===== config.mk =====
export PLATFORM = sky130hd
export DESIGN_NAME = pipe_control_unit_flat
export DESIGN_NICKNAME = d
export VERILOG_FILES = /design/src/rtl/pipe_ctrl_pkg.sv /design/src/rtl/pipe_control_unit_if.sv /design/src/rtl/hazard_scoreboard.sv /design/src/rtl/pipe_control_unit.sv /design/src/flat_wrapper.sv
export SDC_FILE = /design/constraint.sdc
export NUM_CORES = 1
export LEC_CHECK = 0
export ABC_AREA = 0
export CORE_UTILIZATION = 35
export CTS_CLUSTER_SIZE = 10
export DETAILED_ROUTE_END_ITERATION = 10
export GPL_ROUTABILITY_DRIVEN = 0
export SYNTH_ARGS = -nofsm -noshare
export SYNTH_HDL_FRONTEND = slang
export SYNTH_SLANG_ARGS = --single-unit

===== constraint.sdc =====
create_clock -name clk -period 1.9 [get_ports clk]
set_clock_uncertainty 0.1 [all_clocks]
set_input_delay 0.19 -clock clk [delete_from_list [all_inputs] [get_ports clk]]
set_output_delay 0.19 -clock clk [all_outputs]
set_load 0.01 [all_outputs]

===== src/rtl/pipe_ctrl_pkg.sv =====
// Decode constants, output encodings, FSM state codes and the opcode decoder
// shared by pipe_control_unit and its scoreboard.
package pipe_ctrl_pkg;

    localparam logic [5:0] OpNop  = 6'h00;
    localparam logic [5:0] AluRLo = 6'h01;
    localparam logic [5:0] AluRHi = 6'h0F;
    localparam logic [5:0] AluILo = 6'h10;
    localparam logic [5:0] AluIHi = 6'h17;
    localparam logic [5:0] OpSli  = 6'h18;
    localparam logic [5:0] OpSri  = 6'h19;
    localparam logic [5:0] OpLd   = 6'h20;
    localparam logic [5:0] OpSt   = 6'h21;
    localparam logic [5:0] OpMov  = 6'h22;
    localparam logic [5:0] OpBr   = 6'h30;
    localparam logic [5:0] OpJ    = 6'h31;

    localparam logic [1:0] JbSeq    = 2'b00;
    localparam logic [1:0] JbBranch = 2'b01;
    localparam logic [1:0] JbJump   = 2'b10;

    localparam logic [1:0] MrAlu  = 2'b00;
    localparam logic [1:0] MrMem  = 2'b01;
    localparam logic [1:0] MrMove = 2'b10;

    localparam logic [1:0] DestNone = 2'b00;
    localparam logic [1:0] DestRd   = 2'b01;
    localparam logic [1:0] DestRs2  = 2'b10;

    localparam logic [1:0] StRun   = 2'b00;
    localparam logic [1:0] StFlush = 2'b01;
    localparam logic [1:0] StHalt  = 2'b10;

    typedef struct packed {
        logic       dm_write;
        logic       rf_dest_addr;
        logic       rf_write;
        logic       sli_sri;
        logic       imm_instr;
        logic [1:0] jump_or_branch;
        logic [1:0] mem_to_reg;
        logic [1:0] dest_sel;
        logic       use_rs1;
        logic       use_rs2;
        logic       illegal;
    } ctrl_t;

    // Unknown opcodes decode to an all-zero bubble with only the illegal flag set.
    function automatic ctrl_t decode(input logic [5:0] op);
        ctrl_t c;
        c = '0;
        if (op >= AluRLo && op <= AluRHi) begin
            c.rf_write = 1'b1;
            c.dest_sel = DestRd;
            c.use_rs1  = 1'b1;
            c.use_rs2  = 1'b1;
        end else if (op >= AluILo && op <= AluIHi) begin
            c.rf_write  = 1'b1;
            c.imm_instr = 1'b1;
            c.dest_sel  = DestRs2;
            c.use_rs1   = 1'b1;
        end else begin
            case (op)
                OpSli, OpSri: begin
                    c.rf_write = 1'b1;
                    c.sli_sri  = 1'b1;
                    c.dest_sel = DestRs2;
                    c.use_rs1  = 1'b1;
                end
                OpLd: begin
                    c.rf_write   = 1'b1;
                    c.mem_to_reg = MrMem;
                    c.dest_sel   = DestRs2;
                    c.use_rs1    = 1'b1;
                end
                OpSt: begin
                    c.dm_write = 1'b1;
                    c.use_rs1  = 1'b1;
                    c.use_rs2  = 1'b1;
                end
                OpMov: begin
                    c.rf_write     = 1'b1;
                    c.rf_dest_addr = 1'b1;
                    c.mem_to_reg   = MrMove;
                    c.dest_sel     = DestRs2;
                    c.use_rs1      = 1'b1;
                end
                OpBr: begin
                    c.jump_or_branch = JbBranch;
                    c.use_rs1        = 1'b1;
                end
                OpJ:     c.jump_or_branch = JbJump;
                OpNop:   c.illegal = 1'b0;
                default: c.illegal = 1'b1;
            endcase
        end
        return c;
    endfunction

endpackage


===== src/rtl/pipe_control_unit_if.sv =====
// Instruction-register fields in, datapath control strobes out.
interface pipe_control_unit_if;
    logic [5:0] opcode;
    logic [4:0] rs1_rs;
    logic [4:0] rs2_rd;
    logic [4:0] rd;
    logic       DM_write;
    logic       RF_dest_addr;
    logic       RF_write;
    logic       sli_sri;
    logic       imm_instr;
    logic [1:0] jump_or_branch;
    logic [1:0] mem_to_reg;
    logic       stall;
    logic       flush;
    logic       illegal_op;

    modport master (
        output opcode, rs1_rs, rs2_rd, rd,
        input  DM_write, RF_dest_addr, RF_write, sli_sri, imm_instr,
        input  jump_or_branch, mem_to_reg, stall, flush, illegal_op
    );

    modport slave (
        input  opcode, rs1_rs, rs2_rd, rd,
        output DM_write, RF_dest_addr, RF_write, sli_sri, imm_instr,
        output jump_or_branch, mem_to_reg, stall, flush, illegal_op
    );
endinterface


===== src/rtl/hazard_scoreboard.sv =====
// Shift register of in-flight register-file destinations; flags a RAW hazard
// when a used, nonzero source matches any pending write.
module hazard_scoreboard #(
    parameter int unsigned Depth = 3
) (
    input  logic       clk_i,
    input  logic       rst_ni,
    input  logic       push_valid_i,
    input  logic [4:0] push_addr_i,
    input  logic [4:0] src1_addr_i,
    input  logic       src1_used_i,
    input  logic [4:0] src2_addr_i,
    input  logic       src2_used_i,
    output logic       hazard_o
);

    logic [Depth-1:0] valid_q;
    logic [4:0]       addr_q [Depth];

    always_ff @(posedge clk_i) begin
        if (!rst_ni) begin
            for (int unsigned i = 0; i < Depth; i++) begin
                valid_q[i] <= 1'b0;
                addr_q[i]  <= '0;
            end
        end else begin
            valid_q[0] <= push_valid_i;
            addr_q[0]  <= push_addr_i;
            for (int unsigned i = 1; i < Depth; i++) begin
                valid_q[i] <= valid_q[i-1];
                addr_q[i]  <= addr_q[i-1];
            end
        end
    end

    always_comb begin
        hazard_o = 1'b0;
        for (int unsigned i = 0; i < Depth; i++) begin
            if (valid_q[i]) begin
                if (src1_used_i && src1_addr_i != 5'd0 && src1_addr_i == addr_q[i]) hazard_o = 1'b1;
                if (src2_used_i && src2_addr_i != 5'd0 && src2_addr_i == addr_q[i]) hazard_o = 1'b1;
            end
        end
    end

endmodule


===== src/rtl/pipe_control_unit.sv =====
// Decode-stage control: opcode decode, RAW stall scoreboard and branch flush FSM.
// Optional ILLEGAL_TRAP_EN: illegal opcodes set a sticky flag and halt until reset.
module pipe_control_unit
    import pipe_ctrl_pkg::*;
#(
    parameter int unsigned WB_DELAY     = 3,
    parameter int unsigned FLUSH_CYCLES = 2
) (
    input logic               clk,
    input logic               rst_n,
    pipe_control_unit_if.slave ctrl
);

    localparam int unsigned CntW = (FLUSH_CYCLES > 1) ? $clog2(FLUSH_CYCLES) : 1;

    logic [1:0]      state_q, state_d;
    logic [CntW-1:0] cnt_q, cnt_d;
    ctrl_t           dec;
    logic [4:0]      dest_addr;
    logic            in_run, hazard, issue, push_valid, halted, trap;

    assign dec    = decode(ctrl.opcode);
    assign in_run = (state_q == StRun);

    always_comb begin
        dest_addr = 5'd0;
        case (dec.dest_sel)
            DestRd:  dest_addr = ctrl.rd;
            DestRs2: dest_addr = ctrl.rs2_rd;
            default: dest_addr = 5'd0;
        endcase
    end

    hazard_scoreboard #(
        .Depth (WB_DELAY)
    ) u_scoreboard (
        .clk_i        (clk),
        .rst_ni       (rst_n),
        .push_valid_i (push_valid),
        .push_addr_i  (dest_addr),
        .src1_addr_i  (ctrl.rs1_rs),
        .src1_used_i  (dec.use_rs1 & in_run),
        .src2_addr_i  (ctrl.rs2_rd),
        .src2_used_i  (dec.use_rs2 & in_run),
        .hazard_o     (hazard)
    );

    // Only an unstalled instruction in RUN reaches the datapath; all else is a bubble.
    assign issue      = rst_n & in_run & ~hazard;
    assign push_valid = issue & dec.rf_write & (dest_addr != 5'd0);

`ifdef ILLEGAL_TRAP_EN
    logic illegal_q;

    assign trap   = issue & dec.illegal;
    assign halted = (state_q == StHalt);

    always_ff @(posedge clk) begin
        if (!rst_n) illegal_q <= 1'b0;
        else if (trap) illegal_q <= 1'b1;
    end

    assign ctrl.illegal_op = rst_n & illegal_q;
`else
    logic unused_illegal;

    assign unused_illegal  = dec.illegal;
    assign trap            = 1'b0;
    assign halted          = 1'b0;
    assign ctrl.illegal_op = 1'b0;
`endif

    always_comb begin
        state_d = state_q;
        cnt_d   = cnt_q;
        case (state_q)
            StRun: begin
                if (issue && dec.jump_or_branch != JbSeq) begin
                    state_d = StFlush;
                    cnt_d   = CntW'(FLUSH_CYCLES - 1);
                end else if (trap) begin
                    state_d = StHalt;
                end
            end
            StFlush: begin
                if (cnt_q == '0) state_d = StRun;
                else             cnt_d   = cnt_q - CntW'(1);
            end
            default: state_d = state_q;
        endcase
    end

    always_ff @(posedge clk) begin
        if (!rst_n) begin
            state_q <= StRun;
            cnt_q   <= '0;
        end else begin
            state_q <= state_d;
            cnt_q   <= cnt_d;
        end
    end

    assign ctrl.DM_write       = issue & dec.dm_write;
    assign ctrl.RF_dest_addr   = issue & dec.rf_dest_addr;
    assign ctrl.RF_write       = issue & dec.rf_write;
    assign ctrl.sli_sri        = issue & dec.sli_sri;
    assign ctrl.imm_instr      = issue & dec.imm_instr;
    assign ctrl.jump_or_branch = issue ? dec.jump_or_branch : JbSeq;
    assign ctrl.mem_to_reg     = issue ? dec.mem_to_reg : MrAlu;
    assign ctrl.stall          = rst_n & ((in_run & hazard) | halted);
    assign ctrl.flush          = rst_n & (state_q == StFlush);

endmodule

===== src/flat_wrapper.sv =====
// flat-port wrapper written by rule: the top's interface ports become plain ports
module pipe_control_unit_flat import pipe_ctrl_pkg::*;
#(
    parameter int unsigned WB_DELAY     = 3,
    parameter int unsigned FLUSH_CYCLES = 2
)
  (clk, rst_n, ctrl_opcode, ctrl_rs1_rs, ctrl_rs2_rd, ctrl_rd, ctrl_DM_write, ctrl_RF_dest_addr, ctrl_RF_write, ctrl_sli_sri, ctrl_imm_instr, ctrl_jump_or_branch, ctrl_mem_to_reg, ctrl_stall, ctrl_flush, ctrl_illegal_op);
  pipe_control_unit_if ctrl_i ();
  input logic clk;
  input logic rst_n;
  input wire logic [$bits(ctrl_i.opcode)-1:0] ctrl_opcode;
  input wire logic [$bits(ctrl_i.rs1_rs)-1:0] ctrl_rs1_rs;
  input wire logic [$bits(ctrl_i.rs2_rd)-1:0] ctrl_rs2_rd;
  input wire logic [$bits(ctrl_i.rd)-1:0] ctrl_rd;
  output wire logic [$bits(ctrl_i.DM_write)-1:0] ctrl_DM_write;
  output wire logic [$bits(ctrl_i.RF_dest_addr)-1:0] ctrl_RF_dest_addr;
  output wire logic [$bits(ctrl_i.RF_write)-1:0] ctrl_RF_write;
  output wire logic [$bits(ctrl_i.sli_sri)-1:0] ctrl_sli_sri;
  output wire logic [$bits(ctrl_i.imm_instr)-1:0] ctrl_imm_instr;
  output wire logic [$bits(ctrl_i.jump_or_branch)-1:0] ctrl_jump_or_branch;
  output wire logic [$bits(ctrl_i.mem_to_reg)-1:0] ctrl_mem_to_reg;
  output wire logic [$bits(ctrl_i.stall)-1:0] ctrl_stall;
  output wire logic [$bits(ctrl_i.flush)-1:0] ctrl_flush;
  output wire logic [$bits(ctrl_i.illegal_op)-1:0] ctrl_illegal_op;
  assign ctrl_i.opcode = ctrl_opcode;
  assign ctrl_i.rs1_rs = ctrl_rs1_rs;
  assign ctrl_i.rs2_rd = ctrl_rs2_rd;
  assign ctrl_i.rd = ctrl_rd;
  assign ctrl_DM_write = ctrl_i.DM_write;
  assign ctrl_RF_dest_addr = ctrl_i.RF_dest_addr;
  assign ctrl_RF_write = ctrl_i.RF_write;
  assign ctrl_sli_sri = ctrl_i.sli_sri;
  assign ctrl_imm_instr = ctrl_i.imm_instr;
  assign ctrl_jump_or_branch = ctrl_i.jump_or_branch;
  assign ctrl_mem_to_reg = ctrl_i.mem_to_reg;
  assign ctrl_stall = ctrl_i.stall;
  assign ctrl_flush = ctrl_i.flush;
  assign ctrl_illegal_op = ctrl_i.illegal_op;
  pipe_control_unit #(.WB_DELAY(WB_DELAY), .FLUSH_CYCLES(FLUSH_CYCLES)) u_core (.clk(clk), .rst_n(rst_n), .ctrl(ctrl_i));
endmodule

Word-level counts from Yosys, hierarchy flattened. Memories as Yosys holds them, arrays and structs flattened. Cells that the tools add are included.

Memories kept: 1. Register bits after elaboration: 6. Output and inout bits: 12. Bits in writable memories: 15. Input bits: 23. Bits in read-only memories: 0. Bits in latches: 0. Logic and storage cells: 111.

Memories: u_core.u_scoreboard.addr_q (depth 3, width 5, read ports 3, clocked after memory_dff 0, wr ports 3, line hazard_scoreboard.sv:18) `logic [4:0] addr_q [Depth];`.

Bitwise operators: 17. Shift-type cells: 0. Div/mod/pow operators: 0. Eq/ne operators: 18. Order comparisons: 4. Multipliers: 0. Reductions and logical operators: 24. Add/sub/neg operators: 1. Muxes and demuxes: 43.

Operator list (number): 5-bit equality test (6); 6-bit equality test (second input constant) (5); 1-bit 2-to-1 mux (23); 2-bit 2-to-1 mux (8); 5-bit 2-to-1 mux (3); 5-bit nonzero test (3); 1-bit AND (13); 6-bit by 5-bit equality test with 1-bit output (second input constant) (2); 2-bit case mux with 2 select lines (3); 1-bit logical AND (11); 5-bit case mux with 2 select lines (1); 4-bit 2-to-1 mux (2); 8-bit OR reduction (1); 6-bit by 1-bit >= comparator with 1-bit output (second input constant) (1); 6-bit by 5-bit >= comparator with 1-bit output (second input constant) (1); 6-bit by 4-bit <= comparator with 1-bit output (second input constant) (1); 6-bit by 5-bit <= comparator with 1-bit output (second input constant) (1); 6-bit zero test (1); 6-bit 2-to-1 mux (1); 6-bit OR reduction (1); 2-bit by 1-bit equality test with 1-bit output (second input constant) (2); 2-bit != test (second input constant) (2); 2-bit nonzero test (2); 4-bit OR reduction (1); other kinds (10) (12).

Longest topological paths before layout. Gate-level depths: netlist of run 1.

Word-level depth: 22. Depth in mapped cells: 8. Depth with buffers taken out: 6.

Hierarchy. Synthesis of run 1 repeated with hierarchy kept, for this count alone.

Cells, all modules: 140. Area, all modules: 1266.2 um^2.

Modules (own cells, without submodules): hazard_scoreboard (cells each 85, times used 1, seq. area each 360.3 um^2, area each 854.6 um^2); pipe_control_unit (cells each 55, times used 1, seq. area each 40.0 um^2, area each 411.6 um^2).

Worst setup path after synthesis of run 1. Ideal clock, no wire load.

Path kind: input port to output port. Start: input ctrl_rs1_rs[1]. End: output ctrl_mem_to_reg[1]. Stages on the path: 7. Path buffers: 1. Required time: 1610 ps. Arrival time: 1843 ps. Slack: -233 ps. Path through: or4_1 o2bb2ai_1 or4_1 a31o_1 nand3_2 nor4_1 buf_4.

Word-level cells in the longest chain between the ends: 15. Elaborated cells between the ends (all ways): 20. Those cells by class: eq/ne (3); mux (10); bitwise (2); reduce/logical (5).

RTL lines: start, declared (line flat_wrapper.sv:12) `input wire logic [$bits(ctrl_i.rs1_rs)-1:0] ctrl_rs1_rs;`; 5-bit nonzero test (line hazard_scoreboard.sv:40) `if (src1_used_i && src1_addr_i != 5'd0 && src1_addr_i == addr_q[i]) hazard_o = 1'b1;`; 1-bit logical AND (2 in series) (line hazard_scoreboard.sv:40); 1-bit 2-to-1 mux (line hazard_scoreboard.sv:40); 1-bit 2-to-1 mux (line hazard_scoreboard.sv:41) `if (src2_used_i && src2_addr_i != 5'd0 && src2_addr_i == addr_q[i]) hazard_o = 1'b1;`; 1-bit 2-to-1 mux (line hazard_scoreboard.sv:39) `if (valid_q[i]) begin`; 1-bit 2-to-1 mux (line hazard_scoreboard.sv:40); 1-bit 2-to-1 mux (line hazard_scoreboard.sv:41); 1-bit 2-to-1 mux (line hazard_scoreboard.sv:39); 1-bit 2-to-1 mux (line hazard_scoreboard.sv:40); 1-bit 2-to-1 mux (line hazard_scoreboard.sv:41); 1-bit 2-to-1 mux * (line hazard_scoreboard.sv:39); 1-bit NOT * (line pipe_control_unit.sv:49) `assign issue = rst_n & in_run & ~hazard;`; 1-bit AND * (line pipe_control_unit.sv:49); 2-bit 2-to-1 mux * (line pipe_control_unit.sv:109) `assign ctrl.mem_to_reg = issue ? dec.mem_to_reg : MrAlu;`; end, declared (line flat_wrapper.sv:21) `output wire logic [$bits(ctrl_i.mem_to_reg)-1:0] ctrl_mem_to_reg;`.

Every way passes the cells marked *; elsewhere a longest branch is shown, timed or not.

==> results of run 1 <==
-- registers in the layout, indices dropped and copies added, names as in the netlist --
| signal | cells |
|---|---|
| u_core.state_q | 1 |
| u_core.u_scoreboard.addr_q | 15 |
| u_core.u_scoreboard.valid_q | 3 |
| u_core.cnt_q | 1 |
-- stage by stage --
stage	TNS (ns)	hold WS [ns]
floorplan	-0.009045	0.2781
global placement	-12.24	0.3348
detailed placement	-13.21	0.3491
CTS	-2.771	0.3703
global route	-4.476	0.3912
finish	-3.296	0.3681
-- timing repair --
item | in CTS | in global routing
resized for setup | 94 | 8
buffers inserted | 4 | 1
pin swaps | 17 | 5
hold buffers | 0 | 0
endpoints found under the setup margin | 13 | 14
-- power by group through the flow --
stage | registers [W] | clock network (W) | logic (W)
detailed placement | 0.000454 | 0 | 0.000252
global route | 0.000447 | 0.000370 | 0.000288
finish | 0.000445 | 0.000352 | 0.000266
CTS | 0.000445 | 0.000359 | 0.000259
floorplan | 0.000452 | 0 | 0.000109
global placement | 0.000454 | 0 | 0.000246
-- layout make-up --
type | instances | area, um^2
clock buffers | 3 | 22.52
clock inverters | 1 | 30.03
fillers | 330 | 1374
inverters | 3 | 11.26
multi-input cells | 112 | 868.3
flip-flops and latches | 20 | 405.4
well taps | 46 | 57.56
repair buffers | 75 | 594.3
-- cells in the mapped netlist --
| cell type | count | area share |
|---|---|---|
| xor2_1 | 24 | 0.17 |
| o22ai_1 | 1 | 0.0050 |
| nor4_1 | 9 | 0.045 |
| xnor2_1 | 6 | 0.042 |
| or3_1 | 2 | 0.010 |
| nor4_2 | 1 | 0.010 |
| buf_4 | 2 | 0.012 |
| nor3_1 | 3 | 0.012 |
| nor4_4 | 1 | 0.017 |
| a31o_2 | 1 | 0.0070 |
| clkbuf_1 | 5 | 0.015 |
| nand2_1 | 5 | 0.015 |
| a31o_1 | 1 | 0.0070 |
| nand3_1 | 7 | 0.028 |
| buf_6 | 1 | 0.0090 |
| conb_1 | 1 | 0.0030 |
| a21boi_0 | 1 | 0.0060 |
| nor3_2 | 2 | 0.016 |
| nand4_1 | 2 | 0.010 |
| o21ai_0 | 2 | 0.0080 |
| nor2_1 | 6 | 0.018 |
| o21a_1 | 1 | 0.0060 |
| nand3_2 | 1 | 0.0080 |
| o21ai_2 | 2 | 0.014 |
| a22o_1 | 1 | 0.0070 |
| o211ai_1 | 1 | 0.0060 |
| o2bb2ai_1 | 1 | 0.0070 |
| a21oi_1 | 1 | 0.0040 |
| and2b_1 | 1 | 0.0060 |
| or4_1 | 3 | 0.018 |
| dfxtp_1 | 20 | 0.32 |
| inv_1 | 3 | 0.0090 |
| nor2b_1 | 4 | 0.020 |
| a31oi_1 | 1 | 0.0050 |
| and2_1 | 14 | 0.070 |
| a22oi_1 | 4 | 0.024 |
| nand2b_1 | 2 | 0.010 |
-- cell families (layout without fill, tap and decap cells) --
family                 count (synthesis)  after routing  synth area share
buffers and inverters                 11             82           0.04513
XOR/XNOR                              30             30            0.2106
flip-flops                            20             20            0.3210
AO/OA/AOI/OAI                         18             18            0.1063
other                                  1              1          0.003006
AND/OR/NAND/NOR                       63             63            0.3139
-- worst min-delay path: stages, from the launching register on --
cell	delay (ns)
dfxtp_1	0.33
nand2_1	0.07
o21ai_2	0.04
-- placed cells by master, fill, tap and decap left out, drive strengths merged, types with 2 or more instances in the layout --
cell,Yosys,layout
a22oi,4,4
a31o,2,2
and2,14,14
buf,3,56
clkbuf,5,3
clkdlybuf4s15,0,7
clkdlybuf4s50,0,6
dfxtp,20,20
dlygate4sd2,0,5
inv,3,3
nand2,5,5
nand2b,2,2
nand3,8,8
nand4,2,2
nor2,6,6
nor2b,4,4
nor3,5,5
nor4,11,11
o21ai,4,4
or3,2,2
or4,3,3
xnor2,6,6
xor2,24,24
-- final timing paths --
path	startpoint	to	slack, ns	cells after the start
max	u_core.u_scoreboard.addr_q[0][3]$_SDFF_PN0_	ctrl_mem_to_reg[0]	-0.36	8
min	u_core.cnt_q$_SDFFE_PN0P_	u_core.state_q[0]$_SDFFE_PN0P_	0.37	2
max reg2reg	u_core.u_scoreboard.addr_q[0][3]$_SDFF_PN0_	u_core.cnt_q$_SDFFE_PN0P_	0.03	8
min reg2reg	u_core.cnt_q$_SDFFE_PN0P_	u_core.state_q[0]$_SDFFE_PN0P_	0.37	2
-- per-layer routing --
| layer | global-route usage | wire length [um] |
|---|---|---|
| met5 | 0 | 0 |
| met4 | 0.05714 | 35 |
| met3 | 0.02692 | 83 |
| met2 | 0.3502 | 1861 |
| met1 | 0.2516 | 1628 |
==> results.sh, run 1 <==
export IMPL_status="finished, violations left"
export IMPL_violations="setup timing"
export IMPL_setup_slack_ns=-0.3632
export IMPL_grt_setup_unrepaired="yes"
export IMPL_clk_path_buf_depth=2
export IMPL_cpPeakStageDelay_ns=0.35
export IMPL_pwr_share_clk=0.331
export IMPL_wirelength_mm=3.609
export IMPL_dpl_cell_area_mm2=0.001883
export IMPL_cts_root_buf="clkbuf_4"
export IMPL_p_sw_w=0.0002743
export IMPL_power_frac_seq=0.419
export IMPL_p_total_w=0.001064
export IMPL_clkTransAtPathRegs_ns=0.12
export IMPL_synth_cells=143
export IMPL_path_buf_inv=2
export IMPL_grt_max_degree=20
export IMPL_vias_per_cell=4.923
export IMPL_drtIter0Drc=30
export IMPL_via_count=1280
export IMPL_portBuffers=33
export IMPL_diodes=0
export IMPL_timing_final_crit_period_ns=2.263
export IMPL_synth_cell_types=37
export IMPL_ys_ff_latch=20
export IMPL_p_comb_frac=0.250
export IMPL_syn_num_nets=166
export IMPL_synth_seq_area_share=0.3210
export IMPL_antenna_found_initial=0
export IMPL_instances_no_fill=260
export IMPL_wl_per_cell_um=13.88
export IMPL_num_rows=21
export IMPL_final_nets=238
export IMPL_fmax_mhz=441.8
export IMPL_crit_top_cell="nor4_2"
export IMPL_required_ns=1.61
export IMPL_hpwl_mm=2.888
export IMPL_dieWidth_um=61.70
export IMPL_synth_warnings=0
export IMPL_pwr_density_cell_mw_per_mm2=534.6
export IMPL_cts_tree="yes"
export IMPL_maxSlewViolCount=0
export IMPL_grt_ovfl_total=0
export IMPL_fp_coreArea_mm2=0.003363
export IMPL_grt_use_total=0.1982
export IMPL_post_route_cell_area_mm2=0.001989
export IMPL_place_inst=251
export IMPL_cts_buffers=3
export IMPL_cp_arrival_ns=1.97
export IMPL_hold_viol=0
export IMPL_io_pins=35
export IMPL_drc=0
export IMPL_switching_share=0.2579
export IMPL_ant_nets=0
export IMPL_drv_cap=0
export IMPL_crit_family="simple AND/OR/NAND/NOR gates"
export IMPL_synth_area_mm2=0.001247
export IMPL_power_leakage_nw=0.8877
export IMPL_cts_sinks=20
export IMPL_die_height_um=61.70
export IMPL_start_util=0.3709
export IMPL_post_route_util=0.5915
export IMPL_cpMaxStageDelayCell="dfxtp_1"
export IMPL_p_int_w=0.0007893
export IMPL_ir_worst_vdd_mv=0.3579
export IMPL_start_kind="flop"
export IMPL_pre_cts_ws_ns=-1.081
export IMPL_drt_pass1_iterations=4
export IMPL_syn_avg_cell_area_um2=8.723
export IMPL_worstSetupPathType="flop to output port"
export IMPL_hp_class="flop to flop"
export IMPL_cp_cell_sequence="xor2_1, nor4_2, nand3_1, a31o_1, nand3_4, buf_6, nor4_2, buf_2"
export IMPL_grt_pass1_wl_mm=5.520
export IMPL_endpoint_kind="output port"
export IMPL_synthToLayoutAreaGrowth_pct=59.48
export IMPL_cp_max_fo=6
export IMPL_setup_viol=10
export IMPL_drive_above_1_share=0.4019
export IMPL_grt_pass1_vias=1250
export IMPL_finalCritPeriodShare=1.191
export IMPL_clkLatencyLatePin_ns=0.30
export IMPL_die_area_mm2=0.003807
export IMPL_h_tree_depth=1
No activity file was read; power rests on OpenSTA's default activity.
==> inputs of run 2 (changes only) <==
--- a/config.mk
+++ b/config.mk
@@ -6,10 +6,12 @@
 export NUM_CORES = 1
 export LEC_CHECK = 0
 export ABC_AREA = 0
-export CORE_UTILIZATION = 35
+export CORE_UTILIZATION = 47
 export CTS_CLUSTER_SIZE = 10
 export DETAILED_ROUTE_END_ITERATION = 10
 export GPL_ROUTABILITY_DRIVEN = 0
+export HOLD_SLACK_MARGIN = 0.06
+export PLACE_DENSITY = 0.79
 export SYNTH_ARGS = -nofsm -noshare
 export SYNTH_HDL_FRONTEND = slang
 export SYNTH_SLANG_ARGS = --single-unit
==> run 2 against run 1 <==
Effect of this change: sequential share of layout area grew 0.46 points; sequential power is essentially flat; fmax shrank 0.75%; highest routed layer unchanged; wire length grew 9.5%; the flow still finishes with violations (setup timing).
==> results.sh, run 2 (synthesized netlist as in run 1, its figures left out) <==
export IMPL_die_height_um=53.52
export IMPL_drive_above_1_share=0.3915
export IMPL_grt_pass1_vias=1318
export IMPL_h_tree_depth=1
export IMPL_p_int_w=0.0006847
export IMPL_pre_cts_ws_ns=-1.103
export IMPL_synthToLayoutAreaGrowth_pct=55.47
export IMPL_cts_sinks=20
export IMPL_start_util=0.4990
export IMPL_cts_buffers=3
export IMPL_post_route_util=0.7758
export IMPL_worstSetupPathType="flop to output port"
export IMPL_via_count=1335
export IMPL_max_flop_register="u_core.u_scoreboard.addr_q"
export IMPL_largest_reg_flops=15
export IMPL_hold_buffers=0
export IMPL_p_comb_frac=0.281
export IMPL_p_total_w=0.0009511
export IMPL_antenna_found_initial=0
export IMPL_power_leakage_nw=0.8560
export IMPL_regToRegSetupSlack_ns=-0.18
export IMPL_hold_viol=0
export IMPL_top_regs="u_core.u_scoreboard.addr_q (15), u_core.u_scoreboard.valid_q (3)"
export IMPL_final_nets=236
export IMPL_hpwl_mm=2.829
export IMPL_pwr_share_clk=0.251
export IMPL_layout_common_cells="buf_4 (34), xor2_1 (24), dfxtp_1 (17), buf_2 (15), and2_1 (14)"
export IMPL_vias_per_cell=5.517
export IMPL_p_sw_w=0.0002664
export IMPL_io_pins=35
export IMPL_holdPathStages=4
export IMPL_drtIter0Drc=29
export IMPL_clk_path_buf_depth=2
export IMPL_wl_per_cell_um=16.33
export IMPL_diodes=0
export IMPL_setup_slack_ns=-0.3804
export IMPL_grt_pass1_wl_mm=5.830
export IMPL_dieWidth_um=53.52
export IMPL_grt_use_total=0.2923
export IMPL_cp_arrival_ns=1.99
export IMPL_fmax_mhz=438.5
export IMPL_wirelength_mm=3.952
export IMPL_num_rows=18
export IMPL_cts_tree="yes"
export IMPL_clkTransAtPathRegs_ns=0.11
export IMPL_min_to="u_core.state_q[0]$_SDFFE_PN0P_"
export IMPL_r2r_cells=10
export IMPL_required_ns=1.61
export IMPL_switching_share=0.2801
export IMPL_cp_max_fo=4
export IMPL_ir_worst_vdd_mv=0.6022
export IMPL_drv_cap=0
export IMPL_ant_nets=0
export IMPL_drt_pass1_iterations=4
export IMPL_grt_ovfl_total=0
export IMPL_r2r_end="u_core.cnt_q$_SDFFE_PN0P_"
export IMPL_hp_class="input port to flop"
export IMPL_endpoint_kind="output port"
export IMPL_timing_final_crit_period_ns=2.280
export IMPL_final_common_cell="buf_4"
export IMPL_finalCritPeriodShare=1.200
export IMPL_setup_viol=13
export IMPL_cts_root_buf="clkbuf_4"
export IMPL_die_area_mm2=0.002864
export IMPL_power_frac_seq=0.468
export IMPL_rr_startpoint="u_core.u_scoreboard.addr_q[0][6]$_SDFF_PN0_"
export IMPL_maxSlewViolCount=0
export IMPL_status="finished, violations left"
export IMPL_grt_max_degree=20
export IMPL_min_delay_start="ctrl_opcode[4]"
export IMPL_start_kind="flop"
export IMPL_fp_coreArea_mm2=0.002500
export IMPL_clkLatencyLatePin_ns=0.30
export IMPL_violations="setup timing"
export IMPL_drc=0
export IMPL_grt_setup_unrepaired="yes"
export IMPL_portBuffers=33
export IMPL_pwr_density_cell_mw_per_mm2=490.4
[run 2: cell count changes in the layout (fill, tap and decap cells not counted), sizes merged]
cell	before	now
buf	56	54
dlymetal6s2s	1	0
bufinv	1	0
nand3	8	9
clkdlybuf4s50	6	7
clkdlybuf4s15	7	5
clkbuf	3	5
[run 2: timing repair]
action                     4_1_cts  5_1_grt
cloned                           1        0
pin swaps                       16        9
setup endpoints to repair       14       13
gates resized for setup         96        7
setup buffers                    4        1
[run 2: power groups by stage]
stage | Sequential, W | Combinational [W] | Clock [W]
after floorplan | 0.000452 | 0.000109 | 0
after global placement | 0.000454 | 0.000237 | 0
after detailed placement | 0.000454 | 0.000248 | 0
after CTS | 0.000445 | 0.000252 | 0.000246
after global routing | 0.000447 | 0.000284 | 0.000265
final | 0.000445 | 0.000267 | 0.000239
[run 2: area by class of cell]
cell class / instances / area (um^2)
multi-input combinational: 113 / 893.4
fill: 171 / 560.5
timing repair buffer: 72 / 556.8
sequential: 20 / 404.1
tap: 30 / 37.54
clock buffer: 4 / 36.28
inverter: 3 / 11.26
[run 2: per-layer routing]
layer  up-vias  global-route usage  part of all wire
met1       637              0.3472              0.41
met3        10             0.06897             0.058
met2        49              0.5063              0.51
met5         -                   0                 0
met4         0              0.1053             0.020
li1        639                   -                 -
[run 2: metrics by stage]
stage / setup TNS, ns / cells / hold WS, ns / area (um^2)
after global placement: -12.06 / 232 / 0.3376 / 1841
after CTS: -2.910 / 241 / 0.3283 / 1919
after detailed placement: -13.45 / 232 / 0.3639 / 1841
after floorplan: -0.009045 / 143 / 0.2781 / 1262
after global routing: -4.804 / 242 / 0.3456 / 1939
final: -3.700 / 242 / 0.3576 / 1939
[run 2: worst max-delay path by stage]
| stage | start | to | slack, ns | cells past startpoint |
|---|---|---|---|---|
| global placement | ctrl_rs1_rs[1] | ctrl_DM_write | -1.0 | 8 |
| global route | u_core.u_scoreboard.addr_q[0][6]$_SDFF_PN0_ | ctrl_jump_or_branch[1] | -0.46 | 8 |
| floorplan | ctrl_rs1_rs[1] | ctrl_jump_or_branch[1] | -0.009 | 7 |
| CTS | u_core.u_scoreboard.addr_q[0][6]$_SDFF_PN0_ | ctrl_jump_or_branch[1] | -0.33 | 8 |
| detailed placement | ctrl_rs1_rs[1] | ctrl_jump_or_branch[1] | -1.10 | 8 |
| finish | u_core.u_scoreboard.addr_q[0][6]$_SDFF_PN0_ | ctrl_jump_or_branch[0] | -0.38 | 8 |
[run 2: worst max-delay path, stage by stage (launching register included)]
cell and delay [ns]:
dfxtp_2 0.35, xor2_1 0.16, nor4_2 0.35, nand3_1 0.11, a31o_1 0.28, buf_6 0.14
nand3_4 0.11, nor3_2 0.06, buf_2 0.14
